==> src/rtl/cpu_controller.sv <==
// -----------------------------------------------------------------------------
// cpu_controller
//
// Phase sequencer for the 5-bit accumulator CPU. An 8-phase instruction cycle
// (fetch in phases 0-3, execute in phases 4-7) drives every datapath strobe:
// address mux select, memory read/write, IR/AC/PC loads, PC increment and the
// data-bus enable. Strobes are a pure decode of the current phase, the opcode
// from the IR, the ALU zero flag and the sticky halted flag.
//
// Optional feature macro: CTRL_WAIT_STATE_EN
//   defined   : memory phases stall until mem_ready, with a stall watchdog
//               (WAIT_TIMEOUT cycles) that raises mem_err and halts.
//   undefined : mem_ready is ignored, no stalls, mem_err is constant 0.
//
// Parameters
//   WAIT_TIMEOUT  stall cycles tolerated before a fault (1..255), wait-state
//                 build only.
//
// Ports
//   clk        in   rising-edge clock
//   rst_n      in   asynchronous active-low reset
//   opcode     in   [2:0] IR opcode (HLT,SKZ,ADD,AND,XOR,LDA,STO,JMP = 0..7)
//   zero       in   accumulator-zero flag
//   mem_ready  in   memory completion (wait-state build only)
//   sel        out  address mux select: 1 = pc_addr, 0 = ir_addr
//   rd, wr     out  memory read / write strobes
//   ld_ir      out  load instruction register
//   ld_ac      out  load accumulator
//   ld_pc      out  load program counter
//   inc_pc     out  increment program counter
//   data_e     out  drive AC onto the data bus
//   halt       out  halted indication (also asserted in phase 4 of HLT)
//   mem_err    out  sticky wait-state timeout fault
//   phase      out  [2:0] current phase, for debug
// -----------------------------------------------------------------------------
module cpu_controller #(
    parameter int WAIT_TIMEOUT = 15
) (
    input  logic       clk,
    input  logic       rst_n,
    input  logic [2:0] opcode,
    input  logic       zero,
    input  logic       mem_ready,
    output logic       sel,
    output logic       rd,
    output logic       wr,
    output logic       ld_ir,
    output logic       ld_ac,
    output logic       ld_pc,
    output logic       inc_pc,
    output logic       data_e,
    output logic       halt,
    output logic       mem_err,
    output logic [2:0] phase
);

    // Instruction-cycle phases, in execution order; the encoding equals the
    // phase number so a plain +1 walks the cycle and wraps 7 -> 0.
    typedef enum logic [2:0] {
        INST_ADDR  = 3'd0,
        INST_FETCH = 3'd1,
        INST_LOAD  = 3'd2,
        IDLE       = 3'd3,
        OP_ADDR    = 3'd4,
        OP_FETCH   = 3'd5,
        ALU_OP     = 3'd6,
        STORE      = 3'd7
    } phase_t;

    localparam logic [2:0] OP_HLT = 3'd0;
    localparam logic [2:0] OP_SKZ = 3'd1;
    localparam logic [2:0] OP_ADD = 3'd2;
    localparam logic [2:0] OP_AND = 3'd3;
    localparam logic [2:0] OP_XOR = 3'd4;
    localparam logic [2:0] OP_LDA = 3'd5;
    localparam logic [2:0] OP_STO = 3'd6;
    localparam logic [2:0] OP_JMP = 3'd7;

    phase_t phase_reg;
    phase_t phase_next;
    logic   halted_reg;
    logic   halted_next;

    // Stall / watchdog hooks; tied off in the default build.
    logic   stall;
    logic   timeout;

    // -------------------------------------------------------------------------
    // Opcode classification
    // -------------------------------------------------------------------------
    logic is_hlt;
    logic is_skz;
    logic is_sto;
    logic is_jmp;
    logic is_aluop;

    assign is_hlt   = (opcode == OP_HLT);
    assign is_skz   = (opcode == OP_SKZ);
    assign is_sto   = (opcode == OP_STO);
    assign is_jmp   = (opcode == OP_JMP);
    // Every instruction that reads its operand from memory into the AC.
    assign is_aluop = (opcode == OP_ADD) || (opcode == OP_AND) ||
                      (opcode == OP_XOR) || (opcode == OP_LDA);

    // -------------------------------------------------------------------------
    // Strobe decode. Purely combinational so strobes are valid in the same
    // cycle as the phase and are frozen automatically while a phase is held.
    // -------------------------------------------------------------------------
    always_comb begin
        sel    = 1'b0;
        rd     = 1'b0;
        wr     = 1'b0;
        ld_ir  = 1'b0;
        ld_ac  = 1'b0;
        ld_pc  = 1'b0;
        inc_pc = 1'b0;
        data_e = 1'b0;
        halt   = 1'b0;

        if (halted_reg) begin
            // Parked: only the halt indication, address mux on ir_addr.
            halt = 1'b1;
        end else begin
            case (phase_reg)
                INST_ADDR: begin
                    sel = 1'b1;
                end
                INST_FETCH: begin
                    sel = 1'b1;
                    rd  = 1'b1;
                end
                INST_LOAD, IDLE: begin
                    sel   = 1'b1;
                    rd    = 1'b1;
                    ld_ir = 1'b1;
                end
                OP_ADDR: begin
                    inc_pc = 1'b1;
                    halt   = is_hlt;
                end
                OP_FETCH: begin
                    rd = is_aluop;
                end
                ALU_OP: begin
                    rd     = is_aluop;
                    inc_pc = is_skz && zero;   // skip the next instruction
                    ld_pc  = is_jmp;
                    data_e = is_sto;
                end
                STORE: begin
                    rd     = is_aluop;
                    ld_ac  = is_aluop;
                    inc_pc = is_jmp;
                    ld_pc  = is_jmp;
                    wr     = is_sto;
                    data_e = is_sto;
                end
                default: begin
                    sel = 1'b0;
                end
            endcase
        end
    end

`ifdef CTRL_WAIT_STATE_EN
    // -------------------------------------------------------------------------
    // Wait states: the instruction fetch, and operand read/write phases, hold
    // until memory reports completion. A counter of held cycles acts as a
    // watchdog; hitting WAIT_TIMEOUT latches mem_err and parks the sequencer.
    // -------------------------------------------------------------------------
    localparam logic [7:0] WAIT_LAST = 8'(WAIT_TIMEOUT - 1);

    logic [7:0] wait_cnt_reg;
    logic [7:0] wait_cnt_next;
    logic       mem_err_reg;
    logic       mem_err_next;
    logic       hold_req;

    always_comb begin
        hold_req = 1'b0;
        case (phase_reg)
            INST_FETCH: hold_req = 1'b1;
            ALU_OP:     hold_req = rd;
            STORE:      hold_req = rd || wr;
            default:    hold_req = 1'b0;
        endcase
    end

    assign stall   = !halted_reg && hold_req && !mem_ready;
    // The edge that would make the counter reach WAIT_TIMEOUT is the fault edge.
    assign timeout = stall && (wait_cnt_reg == WAIT_LAST);

    always_comb begin
        wait_cnt_next = stall ? wait_cnt_reg + 8'd1 : 8'd0;
        mem_err_next  = mem_err_reg || timeout;
    end

    always_ff @(posedge clk or negedge rst_n) begin
        if (!rst_n) begin
            wait_cnt_reg <= 8'd0;
            mem_err_reg  <= 1'b0;
        end else begin
            wait_cnt_reg <= wait_cnt_next;
            mem_err_reg  <= mem_err_next;
        end
    end

    assign mem_err = mem_err_reg;
`else
    // Without wait states memory is assumed single-cycle.
    logic [1:0] unused_inputs;

    assign unused_inputs = {mem_ready, WAIT_TIMEOUT[0]};
    assign stall         = 1'b0;
    assign timeout       = 1'b0;
    assign mem_err       = 1'b0;
`endif

    // -------------------------------------------------------------------------
    // Phase sequencing. HLT in phase 4 takes priority over everything (phase
    // 4 never stalls anyway); a watchdog timeout halts in place.
    // -------------------------------------------------------------------------
    always_comb begin
        phase_next  = phase_reg;
        halted_next = halted_reg;

        if (!halted_reg) begin
            if ((phase_reg == OP_ADDR) && is_hlt) begin
                halted_next = 1'b1;
            end else if (timeout) begin
                halted_next = 1'b1;
            end else if (!stall) begin
                phase_next = phase_t'(phase_reg + 3'd1);
            end
        end
    end

    always_ff @(posedge clk or negedge rst_n) begin
        if (!rst_n) begin
            phase_reg  <= INST_ADDR;
            halted_reg <= 1'b0;
        end else begin
            phase_reg  <= phase_next;
            halted_reg <= halted_next;
        end
    end

    assign phase = phase_reg;

endmodule

==> config.mk <==
export PLATFORM = sky130hd
export DESIGN_NAME = cpu_controller
export DESIGN_NICKNAME = d
export VERILOG_FILES = /design/src/rtl/cpu_controller.sv
export SDC_FILE = /design/constraint.sdc
export NUM_CORES = 1
export LEC_CHECK = 0
export ABC_AREA = 1
export BUFFER_PORTS_ARGS = -buffer_cell sky130_fd_sc_hd__buf_2
export CAP_MARGIN = 20
export CORE_AREA = 2 2 39 41
export CTS_BUF_LIST = sky130_fd_sc_hd__clkbuf_8
export DETAILED_ROUTE_END_ITERATION = 10
export DIE_AREA = 0 0 41 43
export GPL_ROUTABILITY_DRIVEN = 1
export GPL_TIMING_DRIVEN = 0
export PLACE_DENSITY = 0.53
export SETUP_SLACK_MARGIN = 0.5
export SYNTH_ARGS = -nofsm -noshare
export SYNTH_HDL_FRONTEND = slang
export SYNTH_SLANG_ARGS = --single-unit
==> constraint.sdc <==
create_clock -name clk -period 1.2 [get_ports clk]
set_clock_uncertainty 0.2 [all_clocks]
set_input_delay 0.12 -clock clk [delete_from_list [all_inputs] [get_ports clk]]
set_output_delay 0.12 -clock clk [all_outputs]
set_load 0.02 [all_outputs]
==> results of run 1 <==
-- metrics by stage --
step	util	hold slack, ps
after floorplan	-	-376
after detailed placement	0.408	-271
after global placement	0.408	-274
after CTS	0.599	38.3
final	0.656	49.4
after global routing	0.656	65.5
-- report_power, final --
group / switching, mW / internal [mW]
registers: 0 / 0.136
clock network: 0.0791 / 0.219
logic: 0.0277 / 0.0141
total: 0.107 / 0.369
-- logic make-up (layout without fill, tap and decap cells) --
kind of cell,Yosys count,in the layout,share of synthesized area
and+or+nand+nor,32,32,0.431
buffers and inverters,10,47,0.108
adders and majority gates,5,5,0.163
DFF,4,4,0.261
AOI/OAI and AO/OA,2,2,0.0261
other,1,1,0.00979
-- cell usage after synthesis --
library cell,number,share of area
a21oi_1,1,0.013
inv_1,5,0.049
buf_4,1,0.020
o21ai_0,1,0.013
inv_2,4,0.039
nor3_2,1,0.026
dfrtp_1,4,0.26
nand3_4,1,0.046
conb_1,1,0.0098
nand3_1,7,0.091
nand2_4,1,0.029
nor2_1,4,0.039
nor3_1,3,0.039
ha_1,5,0.16
nor2_2,2,0.033
nand2_1,13,0.13
-- metal layers --
metal,vias up,track usage,wire [um]
met3,3,0.0471,76
met5,-,0,0
met1,224,0.169,425
met2,21,0.272,711
met4,0,0.0400,8
li1,243,-,-
-- layout by cell type, fill, tap and decap left out, types with 3 or more instances in the layout --
cell type,instances
buf_2,6
buf_4,12
buf_6,15
clkbuf_8,3
dfrtp_2,4
ha_4,5
inv_1,3
inv_2,5
nand2_1,10
nand2_2,3
nand3_2,5
nor3_4,3
-- worst paths after layout --
kind	from	to	slack (ps)	depth (start not counted)
max in group asynchronous	rst_n	phase[2]$_DFFE_PN0P_	620	2
min in group clk	opcode[1]	halted_reg$_DFF_PN0_	160	5
setup / recovery	phase[1]$_DFFE_PN0P_	halt	-440	7
setup reg to reg	phase[1]$_DFFE_PN0P_	phase[2]$_DFFE_PN0P_	-370	9
hold reg to reg	phase[2]$_DFFE_PN0P_	phase[2]$_DFFE_PN0P_	500	3
hold / removal	rst_n	phase[0]$_DFFE_PN0P_	50	2
-- area by class of cell --
type                    instances  area (um2)
repair buffers                 33         292
inverters                       9        38.8
clock buffers                   3        41.3
multi-input cells              40         400
well taps                      16        20.0
fillers                       101         475
flip-flops and latches          4         105
plain buffers                   1        7.51
clock inverters                 1        3.75
-- critical path, stage by stage (launching register included) --
cell     delay (ps)
dfrtp_2         450
inv_2           120
ha_4            130
nand2_2          50
inv_2            70
nand3_4          80
nand2_4          80
buf_6           110
-- timing repair --
item / CTS / global route
endpoints found under the setup margin: 16 / 16
gates resized for setup: 36 / 12
cloned: 0 / 0
pin swaps: 8 / 7
buffers inserted: 11 / 4
endpoints found under the hold margin: 4 / 0
hold buffers: 1 / 0
==> results by group, run 1 <==
Outcome
  – Run status: finished with violations
  – Failing checks: setup timing

Floorplanning
  – Starting Density: 0.277
  – # rows: 14
  – IO Count: 20
  – Placeable Area: between 0.001 and 0.0015 mm2
  – Die height: between 40 and 50 um
  – Full die area: about 0.0018 mm2
  – Die X: around 40 um

Finish
  – Area delta synth->final: 137%
  – Final Non-Filler Cells: about 110
  – Antenna cells: 0
  – Post-Layout Inst Area: approximately 910 um2
  – Layout cells sized above 1: 0.791
  – Nets: between 100 and 150
  – Max reg flops: 3

Timing
  – Tmin final: between 1500 and 2000 ps
  – Worst Setup Slack, final: -438 ps
  – Final Setup Violations: 16
  – Final Max Tran Viols: 0
  – Tcrit/Tclk final: 1.36
  – RSZ-0062 raised after global routing: true
  – Setup_tns: -4640 ps
  – Hold Vio Cnt, Final: 0
  – Peak Freq: between 600 and 700 MHz

Clock network
  – CTS H-tree lvls: 1
  – Clock buffer count from CTS: 3
  – Worst-Skew Late Latency: around 220 ps
  – Clock sink total: 4
  – Clock tree from TritonCTS: yes
  – Deepest clock path buffer count: 2
  – Reg clk slew, reported paths: 30 ps
  – Root buffer selected by CTS: clkbuf_8

Placement
  – DP Wirelength: ~710 um
  – Number of port buffers: 17
  – Final Wtd Congestion: ~0.68
  – Setup slack at placement: -292 ps
  – Placed Area: 564 um2
  – Dpl cells: 87

Yosys
  – Syn Std Cell Area: between 300 and 400 um2
  – Synth Area per Inst: 7.09 um2
  – Synth warn: 0
  – Syn nets: 66
  – Unique masters post-synth: 16
  – Cells after synthesis: 54
  – Register area share after synthesis: 0.261
  – FF+latch count, synth: 4

GRT
  – Largest net degree at the start of global routing: 7
  – Congestion Overflow GR: 0
  – Vias in the first global route: about 430
  – First-pass GRT wire length: 1840 um
  – Antenna violations before repair: 0
  – Total track usage: 0.155

Route
  – Routed vias: around 500
  – DRC: 0
  – WL final: about 1200 um
  – Vias/cell: about 4.6
  – Wirelength per Cell: 11.4 um
  – Initial DRC Count: 5
  – Antenna Nets Post-Route: 0
  – DR pass1 iterations: 4

Pwr
  – Total Power: ~0.48 mW
  – Pwr per Cell Area: 523 mW/mm2
  – Leakage: 0.428 nW
  – Maximum vdd drop: between 0.4 and 0.5 mV

Worst setup path
  – Required @ worst endpoint: ~900 ps
  – Arrival @ worst endpoint: 1320 ps
  – Crit path launch type: register
  – Crit Path Max Fanout: 5
  – Crit path kind: reg2out
  – CP Capture Type: primary output

Flow run
  – Max-Cap Viols: 0

Min path
  – Hold Crit Class: in2async
(Power assumes the default switching activity.)
==> run 2, diff against run 1 <==
--- a/config.mk
+++ b/config.mk
@@ -5,16 +5,14 @@
 export SDC_FILE = /design/constraint.sdc
 export NUM_CORES = 1
 export LEC_CHECK = 0
-export ABC_AREA = 1
 export BUFFER_PORTS_ARGS = -buffer_cell sky130_fd_sc_hd__buf_2
-export CAP_MARGIN = 20
 export CORE_AREA = 2 2 39 41
 export CTS_BUF_LIST = sky130_fd_sc_hd__clkbuf_8
 export DETAILED_ROUTE_END_ITERATION = 10
 export DIE_AREA = 0 0 41 43
 export GPL_ROUTABILITY_DRIVEN = 1
 export GPL_TIMING_DRIVEN = 0
-export PLACE_DENSITY = 0.53
+export PLACE_DENSITY = 0.5
 export SETUP_SLACK_MARGIN = 0.5
 export SYNTH_ARGS = -nofsm -noshare
 export SYNTH_HDL_FRONTEND = slang
==> results by group, run 2 <==
Flow run
  – Max-Cap Viols: 0

Yosys
  – Synth Area in Adders: 0.182
  – Synth warn: 0
  – Synth Area in Compound Gates: 0.109
  – Synth Area per Inst: approximately 8.6 um2
  – FF+latch count, synth: 4
  – Synth async-reset ratio: 1.00
  – Syn Std Cell Area: 344 um2
  – Largest family of logic cells by synthesized area: simple AND/OR/NAND/NOR gates
  – Unique masters post-synth: 19
  – Top-area cell type share of the netlist area: 0.291
  – Synth Flop Type: dfrtp_1
  – Synth cell count leaders: 5 x ha_1, 5 x nor2_1, 4 x dfrtp_1, 4 x inv_1
  – Post-Synth Simple-Gate Area: 0.247
  – Mux cell area share after synthesis: 0.0436
  – Syn nets: 52
  – Cells after synthesis: 40
  – Xor/xnor cell area share of the yosys netlist: 0.0509
  – Register area share after synthesis: 0.291
  – Yosys top cell by area: dfrtp_1
  – Largest cells by area after synthesis: dfrtp_1 29%, ha_1 18%, nor2_1 5.5%, xnor2_1 5.1%, nor3_1 4.4%
  – EDFF count, synth: 0

Floorplanning
  – Die height: around 43 um
  – Placeable Area: approximately 0.0014 mm2
  – Full die area: about 0.0018 mm2
  – Die X: a little over 40 um
  – Starting Density: 0.249
  – IO Count: 20
  – # rows: 14

Route
  – DR pass1 iterations: 2
  – WL final: roughly 1100 um
  – Vias/cell: approximately 4.4
  – DRC: 0
  – Wirelength per Cell: about 12 um
  – Initial DRC Count: 1
  – Antenna Nets Post-Route: 0
  – Routed vias: roughly 400

Clock network
  – Clock tree from TritonCTS: yes
  – Clock buffer count from CTS: 3
  – Clock sink total: 4
  – Worst-Skew Late Latency: 220 ps
  – CTS H-tree lvls: 1
  – Root buffer selected by CTS: clkbuf_8
  – Reg clk slew, reported paths: about 30 ps
  – Deepest clock path buffer count: 2

Finish
  – Layout cells sized above 1: 0.816
  – FILL cells: 119
  – Commonest non-fill, non-tap cells in the layout: 14 x buf_4, 11 x buf_6, 7 x buf_2
  – Commonest non-fill, non-tap cell in the layout: buf_4
  – Nets: just under 90
  – Finished Core Util: 0.611
  – Area of the multi-input gates: between 300 and 400 um2
  – Antenna cells: 0
  – Register area: about 110 um2
  – Area delta synth->final: 146%
  – Max reg flops: 3

Worst setup path
  – Arrival @ worst endpoint: 1490 ps
  – Required @ worst endpoint: 880 ps
  – Crit path kind: reg2out
  – CP Capture Type: primary output
  – Critical-path cell list: ha_4, ha_4, and3_4, a31oi_4, o21ai_2, buf_6
  – Worst path slowest cell: dfrtp_2
  – Critical Path Max Stage Delay: ~450 ps
  – Crit Path Max Fanout: 4
  – Top cell by count, worst path: ha_4
  – Crit path launch type: register
  – Buffers & Inverters on Critical Path: 1
  – CP top delay family: flip-flops

Timing
  – Final Max Tran Viols: 0
  – RSZ-0062 raised after global routing: true
  – WHS: approximately 38 ps
  – Final Setup Violations: 16
  – Peak Freq: 554 MHz
  – Tmin final: 1810 ps
  – Hold Vio Cnt, Final: 0
  – Tcrit/Tclk final: 1.50
  – Worst Setup Slack, final: -606 ps

GRT
  – Congestion Overflow GR: 0
  – Vias in the first global route: 402
  – First-pass GRT wire length: between 1500 and 2000 um
  – Antenna violations before repair: 0
  – Total track usage: 0.146
  – Largest net degree at the start of global routing: 6

Placement
  – Number of port buffers: 17
  – Final Wtd Congestion: 0.663
  – DP Wirelength: around 640 um

Pwr
  – Leakage: 0.381 nW
  – Pwr per Cell Area: about 2800 mW/mm2
  – Maximum vdd drop: about 1.7 mV

Outcome
  – Run status: finished with violations
  – Failing checks: setup timing

Min path
  – Hold Crit Class: in2async
run 2: cell count changes in the layout (fill, tap and decap cells not counted), moves of 2 or more:
cell     delta
ha_4        -2
buf_4       +2
ha_1        +2
buf_6       -4
nand3_2     -5
nand2_2     -2
inv_2       -4
nand2_1     -8
o21ai_1     +2
run 2: kinds of logic after synthesis:
logic type,after synthesis
buffers and inverters,5
AOI/OAI and AO/OA,6
and+or+nand+nor,16
other,1
DFF,4
xor gates and xnor gates,2
adders and majority gates,5
muxes,1
run 2: path summary, 6_finish.rpt:
path	start	end	slack, ps	cells past startpoint
min in group clk	opcode[1]	phase[2]$_DFFE_PN0P_	140	4
max in group asynchronous	rst_n	phase[2]$_DFFE_PN0P_	630	2
min reg2reg	phase[1]$_DFFE_PN0P_	phase[1]$_DFFE_PN0P_	400	1
max reg2reg	phase[0]$_DFFE_PN0P_	phase[1]$_DFFE_PN0P_	-560	6
max	phase[0]$_DFFE_PN0P_	inc_pc	-610	6
min	rst_n	phase[0]$_DFFE_PN0P_	40	2
run 2: area by class of cell:
type	instances	share of cell area
flip-flops and latches	4	0.124
repair buffers	32	0.315
multi-input cells	31	0.454
clock buffers	3	0.0488
inverters	4	0.0207
well taps	16	0.0237
clock inverters	1	0.00444
plain buffers	1	0.00888
run 2: report_power, final:
group | internal [mW] | switching (mW)
Sequential | 0.225 | 0.132
Combinational | 0.915 | 0.770
Clock | 0.218 | 0.0681
Total | 1.36 | 0.970
run 2: stage by stage:
step	std cells	cell area, um2	power [mW]	TNS [ps]	worst slack (ps)
2_1_floorplan	40	418	0.945	-2930	-434
3_3_place_gp	73	523	1.18	-3300	-542
3_5_place_dp	73	523	1.19	-3300	-532
4_1_cts	87	758	2.00	-5190	-588
5_1_grt	92	846	2.50	-6190	-652
6_report	92	846	2.33	-5390	-606
run 2: metal layers:
| metal | global-route usage | part of all wire | up-vias |
|---|---|---|---|
| met5 | 0 | 0 | - |
| met3 | 0.0157 | 0.060 | 0 |
| met4 | 0.0800 | 0 | 0 |
| met2 | 0.228 | 0.55 | 15 |
| li1 | - | - | 206 |
| met1 | 0.185 | 0.39 | 181 |
run 2: repair_timing:
action	CTS	global route
endpoints found under the setup margin	16	16
gates cloned	0	0
hold buffers	1	0
setup buffers	9	5
gates resized for setup	29	13
endpoints found under the hold margin	4	0
pin swaps	7	2
